[src/rtl/mc_control_fsm.sv]
// Multicycle RV32/RV64 control FSM: fetch, decode, memory access with timeout, writeback.
// Optional mul/div sequencing is enabled by defining MC_MULDIV_EN.
module mc_control_fsm #(
  parameter int unsigned BE_WIDTH    = 4,
  parameter int unsigned MEM_TIMEOUT = 15
) (
  input  logic                CLK,
  input  logic                RSTn,
  input  logic [6:0]          opcode,
  input  logic [2:0]          funct3,
  input  logic [6:0]          funct7,
  input  logic                mem_ready,
  input  logic                md_done,
  output logic                pc_write,
  output logic                ir_write,
  output logic                mem_read,
  output logic                mem_write,
  output logic                reg_write,
  output logic                mem_to_reg,
  output logic                alu_src1,
  output logic                alu_src2,
  output logic                branch,
  output logic                jump,
  output logic                jal_or_jalr,
  output logic [2:0]          imm_sel,
  output logic [BE_WIDTH-1:0] be,
  output logic                md_start,
  output logic                trap,
  output logic [4:0]          state
);

  typedef enum logic [4:0] {
    StFetch   = 5'd0,  StDecode  = 5'd1,  StMemAddr = 5'd2,  StMemRd  = 5'd3,
    StLoadWb  = 5'd4,  StMemWr   = 5'd5,  StREx     = 5'd6,  StAluWb  = 5'd7,
    StBrEx    = 5'd8,  StJalEx   = 5'd9,  StJalrEx  = 5'd10, StJmpWb  = 5'd11,
    StIEx     = 5'd12, StUpperEx = 5'd13, StLuiWb   = 5'd14, StAuipcWb = 5'd15,
    StMdEx    = 5'd16, StTrap    = 5'd31
  } state_e;

  localparam logic [6:0] OpLoad   = 7'b0000011;
  localparam logic [6:0] OpStore  = 7'b0100011;
  localparam logic [6:0] OpR      = 7'b0110011;
  localparam logic [6:0] OpBranch = 7'b1100011;
  localparam logic [6:0] OpJal    = 7'b1101111;
  localparam logic [6:0] OpJalr   = 7'b1100111;
  localparam logic [6:0] OpImm    = 7'b0010011;
  localparam logic [6:0] OpLui    = 7'b0110111;
  localparam logic [6:0] OpAuipc  = 7'b0010111;
  localparam logic [8:0] TimeoutCnt = 9'(MEM_TIMEOUT);

  state_e     state_q, state_d;
  logic [7:0] wait_q, wait_d;
  logic       is_store_q, is_store_d;
  logic [3:0] size_bytes;
  logic       size_ok;
  logic       waiting;
  logic       timed_out;

  assign size_bytes = 4'd1 << funct3[1:0];
  assign size_ok    = 32'(size_bytes) <= BE_WIDTH;
  assign waiting    = (state_q == StFetch || state_q == StMemRd || state_q == StMemWr) && !mem_ready;
  assign timed_out  = ({1'b0, wait_q} + 9'd1) == TimeoutCnt;

  always_ff @(posedge CLK) begin
    if (!RSTn) begin
      state_q    <= StFetch;
      wait_q     <= '0;
      is_store_q <= 1'b0;
    end else begin
      state_q    <= state_d;
      wait_q     <= wait_d;
      is_store_q <= is_store_d;
    end
  end

`ifdef MC_MULDIV_EN
  logic md_first_q;
  always_ff @(posedge CLK) begin
    if (!RSTn) md_first_q <= 1'b0;
    else       md_first_q <= (state_d == StMdEx) && (state_q != StMdEx);
  end
  assign md_start = md_first_q && (state_q == StMdEx);
`else
  logic unused_md_done;
  assign unused_md_done = md_done;
  assign md_start       = 1'b0;
`endif

  always_comb begin
    state_d    = state_q;
    is_store_d = is_store_q;
    case (state_q)
      StFetch: begin
        if (mem_ready)      state_d = StDecode;
        else if (timed_out) state_d = StTrap;
      end
      StDecode: begin
        is_store_d = (opcode == OpStore);
        case (opcode)
          OpLoad, OpStore: state_d = StMemAddr;
          OpR: begin
            if (funct7 == 7'b0000001) begin
`ifdef MC_MULDIV_EN
              state_d = StMdEx;
`else
              state_d = StTrap;
`endif
            end else begin
              state_d = StREx;
            end
          end
          OpBranch:        state_d = StBrEx;
          OpJal:           state_d = StJalEx;
          OpJalr:          state_d = StJalrEx;
          OpImm:           state_d = StIEx;
          OpLui, OpAuipc:  state_d = StUpperEx;
          default:         state_d = StTrap;
        endcase
      end
      // Oversized accesses trap here so no strobe is ever issued for them.
      StMemAddr: state_d = !size_ok ? StTrap : (is_store_q ? StMemWr : StMemRd);
      StMemRd: begin
        if (mem_ready)      state_d = StLoadWb;
        else if (timed_out) state_d = StTrap;
      end
      StMemWr: begin
        if (mem_ready)      state_d = StFetch;
        else if (timed_out) state_d = StTrap;
      end
      StREx, StIEx:      state_d = StAluWb;
      StJalEx, StJalrEx: state_d = StJmpWb;
      StUpperEx:         state_d = (opcode == OpLui) ? StLuiWb : StAuipcWb;
      StLoadWb, StAluWb, StJmpWb, StLuiWb, StAuipcWb, StBrEx: state_d = StFetch;
`ifdef MC_MULDIV_EN
      StMdEx: if (md_done) state_d = StAluWb;
`else
      StMdEx: state_d = StTrap;
`endif
      StTrap:  state_d = StTrap;
      default: state_d = StTrap;
    endcase

    // Counter restarts on every state change so each wait state gets a fresh budget.
    wait_d = wait_q;
    if (state_d != state_q) wait_d = '0;
    else if (waiting)       wait_d = wait_q + 8'd1;
  end

  always_comb begin
    pc_write    = 1'b0;
    ir_write    = 1'b0;
    mem_read    = 1'b0;
    mem_write   = 1'b0;
    reg_write   = 1'b0;
    mem_to_reg  = 1'b0;
    alu_src1    = 1'b0;
    alu_src2    = 1'b0;
    branch      = 1'b0;
    jump        = 1'b0;
    jal_or_jalr = 1'b0;
    imm_sel     = 3'd0;
    be          = '0;
    case (state_q)
      StFetch: begin
        mem_read = 1'b1;
        pc_write = mem_ready;
        ir_write = mem_ready;
      end
      StMemAddr: begin
        alu_src2 = 1'b1;
        imm_sel  = is_store_q ? 3'd5 : 3'd3;
      end
      StMemRd, StMemWr: begin
        mem_read  = (state_q == StMemRd);
        mem_write = (state_q == StMemWr);
        for (int i = 0; i < BE_WIDTH; i++) be[i] = (i < int'(size_bytes));
      end
      StLoadWb: begin
        reg_write  = 1'b1;
        mem_to_reg = 1'b1;
      end
      StAluWb, StJmpWb, StLuiWb, StAuipcWb: reg_write = 1'b1;
      StIEx: imm_sel = (funct3 == 3'b001 || funct3 == 3'b101) ? 3'd6 : 3'd3;
      StBrEx: begin
        branch  = 1'b1;
        imm_sel = 3'd4;
      end
      StJalEx: begin
        jump     = 1'b1;
        alu_src1 = 1'b1;
        imm_sel  = 3'd2;
      end
      StJalrEx: begin
        jump        = 1'b1;
        jal_or_jalr = 1'b1;
        imm_sel     = 3'd3;
      end
      StUpperEx: begin
        alu_src1 = 1'b1;
        alu_src2 = 1'b1;
        imm_sel  = 3'd1;
      end
      default: ;
    endcase
  end

  assign trap  = (state_q == StTrap);
  assign state = state_q;

endmodule

[config.mk]
export PLATFORM = sky130hd
export DESIGN_NAME = mc_control_fsm
export DESIGN_NICKNAME = d
export VERILOG_FILES = /design/src/rtl/mc_control_fsm.sv
export SDC_FILE = /design/constraint.sdc
export NUM_CORES = 1
export LEC_CHECK = 0
export BUFFER_PORTS_ARGS = -buffer_cell sky130_fd_sc_hd__buf_4
export CORE_UTILIZATION = 25
export CTS_CLUSTER_SIZE = 8
export DETAILED_ROUTE_END_ITERATION = 10
export GPL_TIMING_DRIVEN = 0
export MAX_ROUTING_LAYER = met4
export PLACE_DENSITY = 0.54
export SETUP_SLACK_MARGIN = 0.4
export SYNTH_ARGS = -nofsm -noshare
export SYNTH_HDL_FRONTEND = slang
export SYNTH_SLANG_ARGS = --single-unit
[constraint.sdc]
create_clock -name CLK -period 1.95 [get_ports CLK]
set_input_delay 0.0975 -clock CLK [delete_from_list [all_inputs] [get_ports CLK]]
set_output_delay 0.0975 -clock CLK [all_outputs]
set_load 0.02 [all_outputs]
# ---- Word-level counts from Yosys, hierarchy flattened
# Index checks and enable logic that the tools add are counted.
# W data, S select, Z words.
dict set report op_classes {
  shifts 1
  mux 24
  eq_ne 30
  reduce_logical 16
  n_addsub 2
  magnitude_cmp 5
  n_bitwise 1
}
# op count
set ops {}
lappend ops {{$pmux W5 S9} 1}
lappend ops {{$eq A5 B4 Y1 const B} 8}
lappend ops {{$pmux W5 S7} 1}
lappend ops {{$mux W5} 6}
lappend ops {{$eq A7 B6 Y1 const B} 3}
lappend ops {{$eq A7 B7 Y1 const B} 3}
lappend ops {{$eq A5 B3 Y1 const B} 4}
lappend ops {{$pmux W3 S6} 1}
lappend ops {{$reduce_or A2 Y1} 8}
lappend ops {{$eq A7 B5 Y1 const B} 2}
lappend ops {{$eq A5 B2 Y1 const B} 2}
lappend ops {{$mux W1} 10}
lappend ops {{$add A8 B1 Y9 const B} 1}
lappend ops {{$eq A9 B4 Y1 const B} 1}
lappend ops {{$mux W3} 3}
lappend ops {{$add A8 B1 Y8 const B} 1}
lappend ops {{$lt A1 B4 Y1 const A} 2}
lappend ops {{$lt A2 B4 Y1 const A} 2}
lappend ops {{$eq A7 B1 Y1 const B} 1}
lappend ops {{$eq A7 B2 Y1 const B} 1}
lappend ops {{$reduce_or A6 Y1} 1}
lappend ops {{$eq A5 B1 Y1 const B} 1}
lappend ops {{$eq A5 B5 Y1 const B} 1}
lappend ops {{$logic_not A5 Y1} 1}
lappend ops {{12 further kinds} 14}
dict set report word_totals {
  out_inout_bits 25
  ff_bits 14
  input_bits 21
}

# ---- Logic depth before layout (Yosys ltp)
# Gate-level depths: netlist of run 1.
dict set report logic_depth {
  depth_word 7
  ltp_mapped 8
}

# ---- Worst setup path before layout of run 1
# No wires, ideal clock.
dict set report synth_timing {
  path_kind {register -> register}
  start {reg wait_q[0]}
  end {reg wait_q[0]}
  slack_ns -0.204
  stages_incl_launch_ff 8
  setup_time_ns 0.127
  arrival_ns 2.027
  path_cell_list {dfxtp_1 -> ha_1 -> and3_1 -> or3_4 -> a311oi_2 -> a2111oi_4 -> o211ai_4 -> nor4_1}
}
dict set report synth_between {
  elab_chain_len 7
  word_cells_on_any_way 10
  cone_classes {add/sub (2); eq/ne (2); mux (5); reduce/logical (1)}
}
# item line_no
set synth_rtl {}
lappend synth_rtl {{start, declared} 52} ;# logic [7:0] wait_q, wait_d;
lappend synth_rtl {{start signal, assigned} 71} ;# wait_q <= wait_d;
lappend synth_rtl {{$add A8 B1 Y9} 62} ;# assign timed_out = ({1'b0, wait_q} + 9'd1) == TimeoutCnt;
lappend synth_rtl {{$eq A9 B4 Y1} 62}
lappend synth_rtl {{$mux W5} {95, 124, 128}}
lappend synth_rtl {{$mux W5 (on tied branches)} {127, 123, 94}}
lappend synth_rtl {{$pmux W5 S9} 92} ;# case (state_q)
lappend synth_rtl {{$ne A5 B5 Y1} 145} ;# if (state_d != state_q) wait_d = '0;
lappend synth_rtl {{$reduce_or A2 Y1 (no line)} --}
# Several ways; a longest one is shown, not always the timed one.
# A chain may end at the register's enable or synchronous reset.

# ---- Final worst setup path of run 1
dict set report layout_timing {
  start {reg wait_q[1]}
  end {reg wait_q[7]}
}
# The elaborated chain is that of the path after synthesis.

==> results of run 1 <==
==> cell usage in the layout (no fill, tap or decap), types with 5 or more instances in the layout <==
master / count
inv_1: 5
a21oi_1: 6
nand3_1: 8
dfxtp_1: 7
buf_6: 11
a21oi_2: 6
clkbuf_8: 5
nor2b_1: 6
xnor2_1: 5
nor4_2: 5
nor3_1: 8
nor2_1: 17
buf_4: 52
nand2_1: 14
==> final cells by class <==
| class | instances | area (um2) | share of cell area |
|---|---|---|---|
| well taps | 72 | 90.1 | 0.0360 |
| multi-input cells | 167 | 1380 | 0.553 |
| repair buffers | 57 | 467 | 0.187 |
| inverters | 6 | 22.5 | 0.00900 |
| flip-flops and latches | 14 | 299 | 0.120 |
| clock buffers | 4 | 55.1 | 0.0220 |
| plain buffers | 14 | 186 | 0.0745 |
==> routing by layer <==
layer  vias up  wire length [um]  global-route usage
li1        876                 -                   -
met1       842              2280               0.210
met2        63              2640               0.272
met3         2               314              0.0206
met4         0                16              0.0273
met5         -                 0                   -
==> logic make-up after synthesis <==
group / Yosys count
AND/OR/NAND/NOR: 104
AO/OA/AOI/OAI: 49
other: 1
XOR/XNOR: 11
buffers and inverters: 20
adder cells (fa/ha/maj): 2
flip-flops: 14
==> worst paths after layout <==
path	startpoint	endpoint	slack, ns	cells after the start
max	wait_q[1]	wait_q[7]	-0.23	9
max reg2reg	wait_q[1]	wait_q[7]	-0.23	9
min	RSTn	state[4]	0.1	2
min reg2reg	wait_q[7]	wait_q[7]	0.58	2
==> sequential cells by signal, summed over array words and instances (netlist names) <==
signal,flops
wait_q,8
state,5
is_store_q,1
==> where the power goes <==
part	switching (mW)	internal [mW]	total, mW
Clock	0.108	0.179	0.287
Sequential	0.0740	0.353	0.427
Combinational	1.68	1.28	2.95
Total	1.86	1.81	3.67
==> per-stage QoR <==
stage                     hold slack (ns)  power (mW)  setup TNS [ns]   util  area [um2]
after floorplan                     0.215        1.89          -0.275      -        1570
after global placement              0.360        2.52           -1.99  0.347        1970
after detailed placement            0.353        2.54           -2.63  0.347        1970
after CTS                          0.0984        3.08           -2.05  0.379        2150
after global routing                0.111        3.88           -2.36  0.441        2500
final                              0.0955        3.67           -1.78  0.441        2500
==> what timing repair did <==
action,in CTS,in global routing
resized for setup,28,60
hold endpoints to repair,0,0
setup buffers,3,12
pin swaps,15,23
setup endpoints to repair,28,27
==> worst max-delay path: stages (launching register included) <==
cell	delay, ns
dfxtp_4	0.35
ha_4	0.15
buf_4	0.13
xor2_1	0.14
nand3_1	0.12
a311oi_4	0.06
buf_6	0.15
a211o_2	0.32
o31a_4	0.43
nor4_2	0.25
==> flow_metrics.py, run 1 <==
metrics = {
    "global_route": {
        "grt_usage": 0.162,
        "grt_first_pass_wirelength_mm": 7.87,
        "grt_pass1_vias": 1590,
        "grt_max_degree": 11,
        "antenna_found_initial": 0,
        "overflow": 0,
    },
    "logic_synthesis": {
        "synthXorXnorAreaFrac": 0.0638,
        "synth_top_flop_cell": "dfxtp_1",
        "yosysWarningCount": 0,
        "synth_compound_area_frac": 0.262,
        "yosysMostFrequentCell": "nor2_1",
        "async_flop_share": 0,
        "syn_nets": 224,
        "synthAdderAreaFrac": 0.0166,
        "ys_seq_area_frac": 0.186,
        "synthSimpleGateAreaFrac": 0.381,
        "synth_top_family_by_area": "simple AND/OR/NAND/NOR gates",
        "synth_edf_count": 0,
        "synth_area_um2": 1510,
        "synth_largest_area_cell": "dfxtp_1",
        "synthTopCellsByArea": "dfxtp_1 19%, nor2_1 5.0%, nor4_1 5.0%",
        "synth_common_cells": "20 x nor2_1, 17 x nand2_1, 14 x dfxtp_1",
        "synthMuxAreaShare": 0,
        "synth_cells": 201,
        "syn_area_per_cell_um2": 7.51,
        "ys_ff_latch": 14,
        "ys_types": 61,
        "synth_top_area_share": 0.186,
    },
    "sta": {
        "maxSlewViolCount": 0,
        "setup_viol": 8,
        "fmax_mhz": 458,
        "fin_skew_ns": 0.00321,
        "finalCritPeriodShare": 1.12,
        "fin_crit_ns": 2.18,
        "rsz0062_at_grt": "true",
        "finalWorstSetupSlack_ns": -0.231,
        "finalHoldViolCount": 0,
    },
    "worst_setup_path": {
        "worstPathMaxFanout": 8,
        "crit_required_ns": 2.11,
        "cp-end-kind": "register",
        "path_class": "register to register",
        "worstSetupStartpointType": "register",
        "critPathArrivalTime_ns": 2.35,
    },
    "route": {
        "ant_nets": 0,
        "vias_per_cell": 5.34,
        "wl_per_cell_um": 15.7,
        "drt-pass1-iter-count": 4,
        "vias": 1783,
        "wirelength_mm": 5.25,
        "drc": 0,
        "drtIter0Drc": 96,
    },
    "clock_tree": {
        "tritoncts": "built",
        "numCtsBuffers": 3,
        "cts_hold_buf": 0,
        "clk_latency_ns": 0.25,
        "clockBufferDepth": 2,
        "clkTransAtPathRegs_ns": 0.06,
        "root_buffer": "clkbuf_8",
        "h-tree-depth": 1,
        "clock_sinks": 14,
    },
    "finish": {
        "fin_nets": 286,
        "n_antenna_cell": 0,
        "num-fill-cells": 581,
        "drive_gt1_frac": 0.519,
        "fin_cells": 334,
        "area_growth_pct": 65.7,
    },
    "place": {
        "io_buffers": 42,
        "dp.cells": 315,
        "gp_congestion": 0.841,
        "dp_hpwl_mm": 3.58,
        "place_ws_ns": -0.335,
    },
    "die": {
        "die_area_um2": 6360,
        "ios": 46,
        "die-height_um": 79.7,
        "core_area_um2": 5680,
        "fp-row-count": 27,
        "die_w_um": 79.7,
        "start_util": 0.266,
    },
    "outcome": {
        "violations": "setup timing",
        "status": "finished with violations",
    },
    "power": {
        "p_per_area_nw_per_um2": 1470,
        "irDropWorstVdd_uv": 591,
        "p_leak_nw": 0.928,
    },
    "hold_path": {
        "min_path_type": "input pin to register",
    },
    "run": {
        "drv_cap": 0,
    },
}
No activity file was read; power rests on OpenSTA's default activity.
==> inputs of run 2 (changes only) <==
==> config.mk (replaced) <==
export PLATFORM = sky130hd
export DESIGN_NAME = mc_control_fsm
export DESIGN_NICKNAME = d
export VERILOG_FILES = /design/src/rtl/mc_control_fsm.sv
export SDC_FILE = /design/constraint.sdc
export NUM_CORES = 1
export LEC_CHECK = 0
export CORE_UTILIZATION = 25
export CTS_CLUSTER_SIZE = 8
export DETAILED_ROUTE_END_ITERATION = 10
export DONT_BUFFER_PORTS = 1
export GPL_TIMING_DRIVEN = 0
export MAX_ROUTING_LAYER = met4
export PLACE_DENSITY = 0.48
export SETUP_SLACK_MARGIN = 0.4
export SKIP_CTS_REPAIR_TIMING = 1
export SYNTH_ARGS = -nofsm -noshare
export SYNTH_HDL_FRONTEND = slang
export SYNTH_SLANG_ARGS = --single-unit
==> flow_metrics.py, run 2 (synthesized netlist as in run 1, its figures left out) <==
metrics = {
    "route": {
        "drc": 0,
        "wirelength_mm": 4.98,
        "wirelength_met1_mm": 2.24,
        "wl_met2_mm": 2.35,
        "drtIter0Drc": 75,
        "vias_per_cell": 5.59,
        "top_layer": "met4",
        "drt-pass1-iter-count": 4,
        "wl_per_cell_um": 17.1,
        "vias": 1628,
        "wl_met3_um": 358,
        "ant_nets": 0,
    },
    "outcome": {
        "status": "finished with violations",
        "violations": "setup timing",
    },
    "die": {
        "die_area_um2": 6360,
        "start_util": 0.266,
        "ios": 46,
        "core_area_um2": 5680,
        "die_w_um": 79.7,
        "die-height_um": 79.7,
        "fp-row-count": 27,
    },
    "power": {
        "power_mw": 3.50,
        "p_sw_frac": 0.522,
        "p_per_area_nw_per_um2": 1540,
        "pwr-share-seq": 0.144,
        "switchingPower_mw": 1.83,
        "irDropWorstVdd_uv": 697,
        "p_leak_nw": 0.717,
        "internal-power_mw": 1.67,
        "comb_power_share": 0.774,
        "clkPwrFrac": 0.083,
    },
    "worst_setup_path": {
        "max_stage_delay_ns": 0.42,
        "worstSetupStartpointType": "register",
        "slowest_stage": "a311oi_4",
        "worstPathMaxFanout": 8,
        "crit_family": "compound AO/OA/AOI/OAI gates",
        "cp_num_buf_inv": 1,
        "critPathArrivalTime_ns": 2.33,
        "crit_required_ns": 2.08,
        "path_class": "register to register",
        "cp-end-kind": "register",
        "worstPathCellList": "ha_4 -> and3_4 -> or3_4 -> a311oi_4 -> a2111oi_4 -> o211ai_4 -> buf_12 -> nor4_1",
    },
    "sta": {
        "rsz0062_at_grt": "true",
        "setup_viol": 8,
        "finalCritPeriodShare": 1.13,
        "maxSlewViolCount": 0,
        "finalHoldViolCount": 0,
        "finalWorstSetupSlack_ns": -0.247,
        "fin_skew_ns": 0.00311,
        "fin_crit_ns": 2.20,
        "fmax_mhz": 455,
    },
    "clock_tree": {
        "clockBufferDepth": 2,
        "root_buffer": "clkbuf_8",
        "clk_latency_ns": 0.25,
        "tritoncts": "built",
        "clock_sinks": 14,
        "clkTransAtPathRegs_ns": 0.06,
        "numCtsBuffers": 3,
        "h-tree-depth": 1,
    },
    "global_route": {
        "grt_usage": 0.145,
        "overflow": 0,
        "grt_max_degree": 11,
        "grt_pass1_vias": 1347,
        "grt_first_pass_wirelength_mm": 7.08,
        "antenna_found_initial": 0,
    },
    "place": {
        "dp_hpwl_mm": 3.32,
        "gp_congestion": 0.825,
        "io_buffers": 0,
    },
    "finish": {
        "final_common_cell": "nor2_1",
        "final_cell_mix": "14 x nor2_1, 13 x nand2_1, 10 x buf_4",
        "fin_nets": 243,
        "fin_util": 0.399,
        "regArea_um2": 304,
        "area_growth_pct": 50.0,
        "drive_gt1_frac": 0.452,
        "n_antenna_cell": 0,
        "num-fill-cells": 567,
        "largest_register_ffs": 8,
        "multi_input_area_um2": 1460,
        "top_register": "wait_q",
    },
    "hold_path": {
        "min_path_type": "input pin to register",
    },
    "run": {
        "drv_cap": 0,
    },
}
## run 2: worst paths after layout
path / from / endpoint / slack, ns / cells after the start
min reg2reg: wait_q[7] / wait_q[7] / 0.56 / 2
max reg2reg: wait_q[1] / wait_q[4] / -0.25 / 8
max: wait_q[1] / wait_q[4] / -0.25 / 8
min: RSTn / is_store_q / 0.07 / 2
## run 2: power by group through the flow
stage          combinational (mW)  clock [mW]  sequential (mW)
2_1_floorplan                1.45           0            0.442
3_3_place_gp                 1.78           0            0.465
3_5_place_dp                 1.77           0            0.465
4_1_cts                      1.78       0.294            0.458
5_1_grt                      2.86       0.303            0.515
6_report                     2.71       0.289            0.503
## run 2: per-stage QoR
stage / area, um2 / worst slack (ns) / instances / TNS, ns / hold slack, ns
global placement: 1660 / -0.312 / 273 / -2.43 / 0.220
finish: 2270 / -0.247 / 291 / -1.91 / 0.0679
CTS: 1710 / -0.288 / 277 / -2.61 / -0.0381
floorplan: 1570 / -0.0444 / 201 / -0.275 / 0.215
detailed placement: 1660 / -0.280 / 273 / -2.11 / 0.221
global route: 2270 / -0.327 / 291 / -2.64 / 0.0730
## run 2: area by class of cell
| class | instances | share of cell area |
|---|---|---|
| Tap cell | 72 | 0.0398 |
| Clock buffer | 4 | 0.0243 |
| Timing Repair Buffer | 14 | 0.0707 |
| Sequential cell | 14 | 0.134 |
| Buffer | 14 | 0.0773 |
| Inverter | 6 | 0.0116 |
| Multi-Input combinational cell | 167 | 0.642 |
## run 2: routing by layer
metal / vias to the layer above / global-route usage
li1: 785 / -
met1: 768 / 0.209
met2: 71 / 0.206
met3: 4 / 0.0194
met4: 0 / 0.0418
met5: - / -
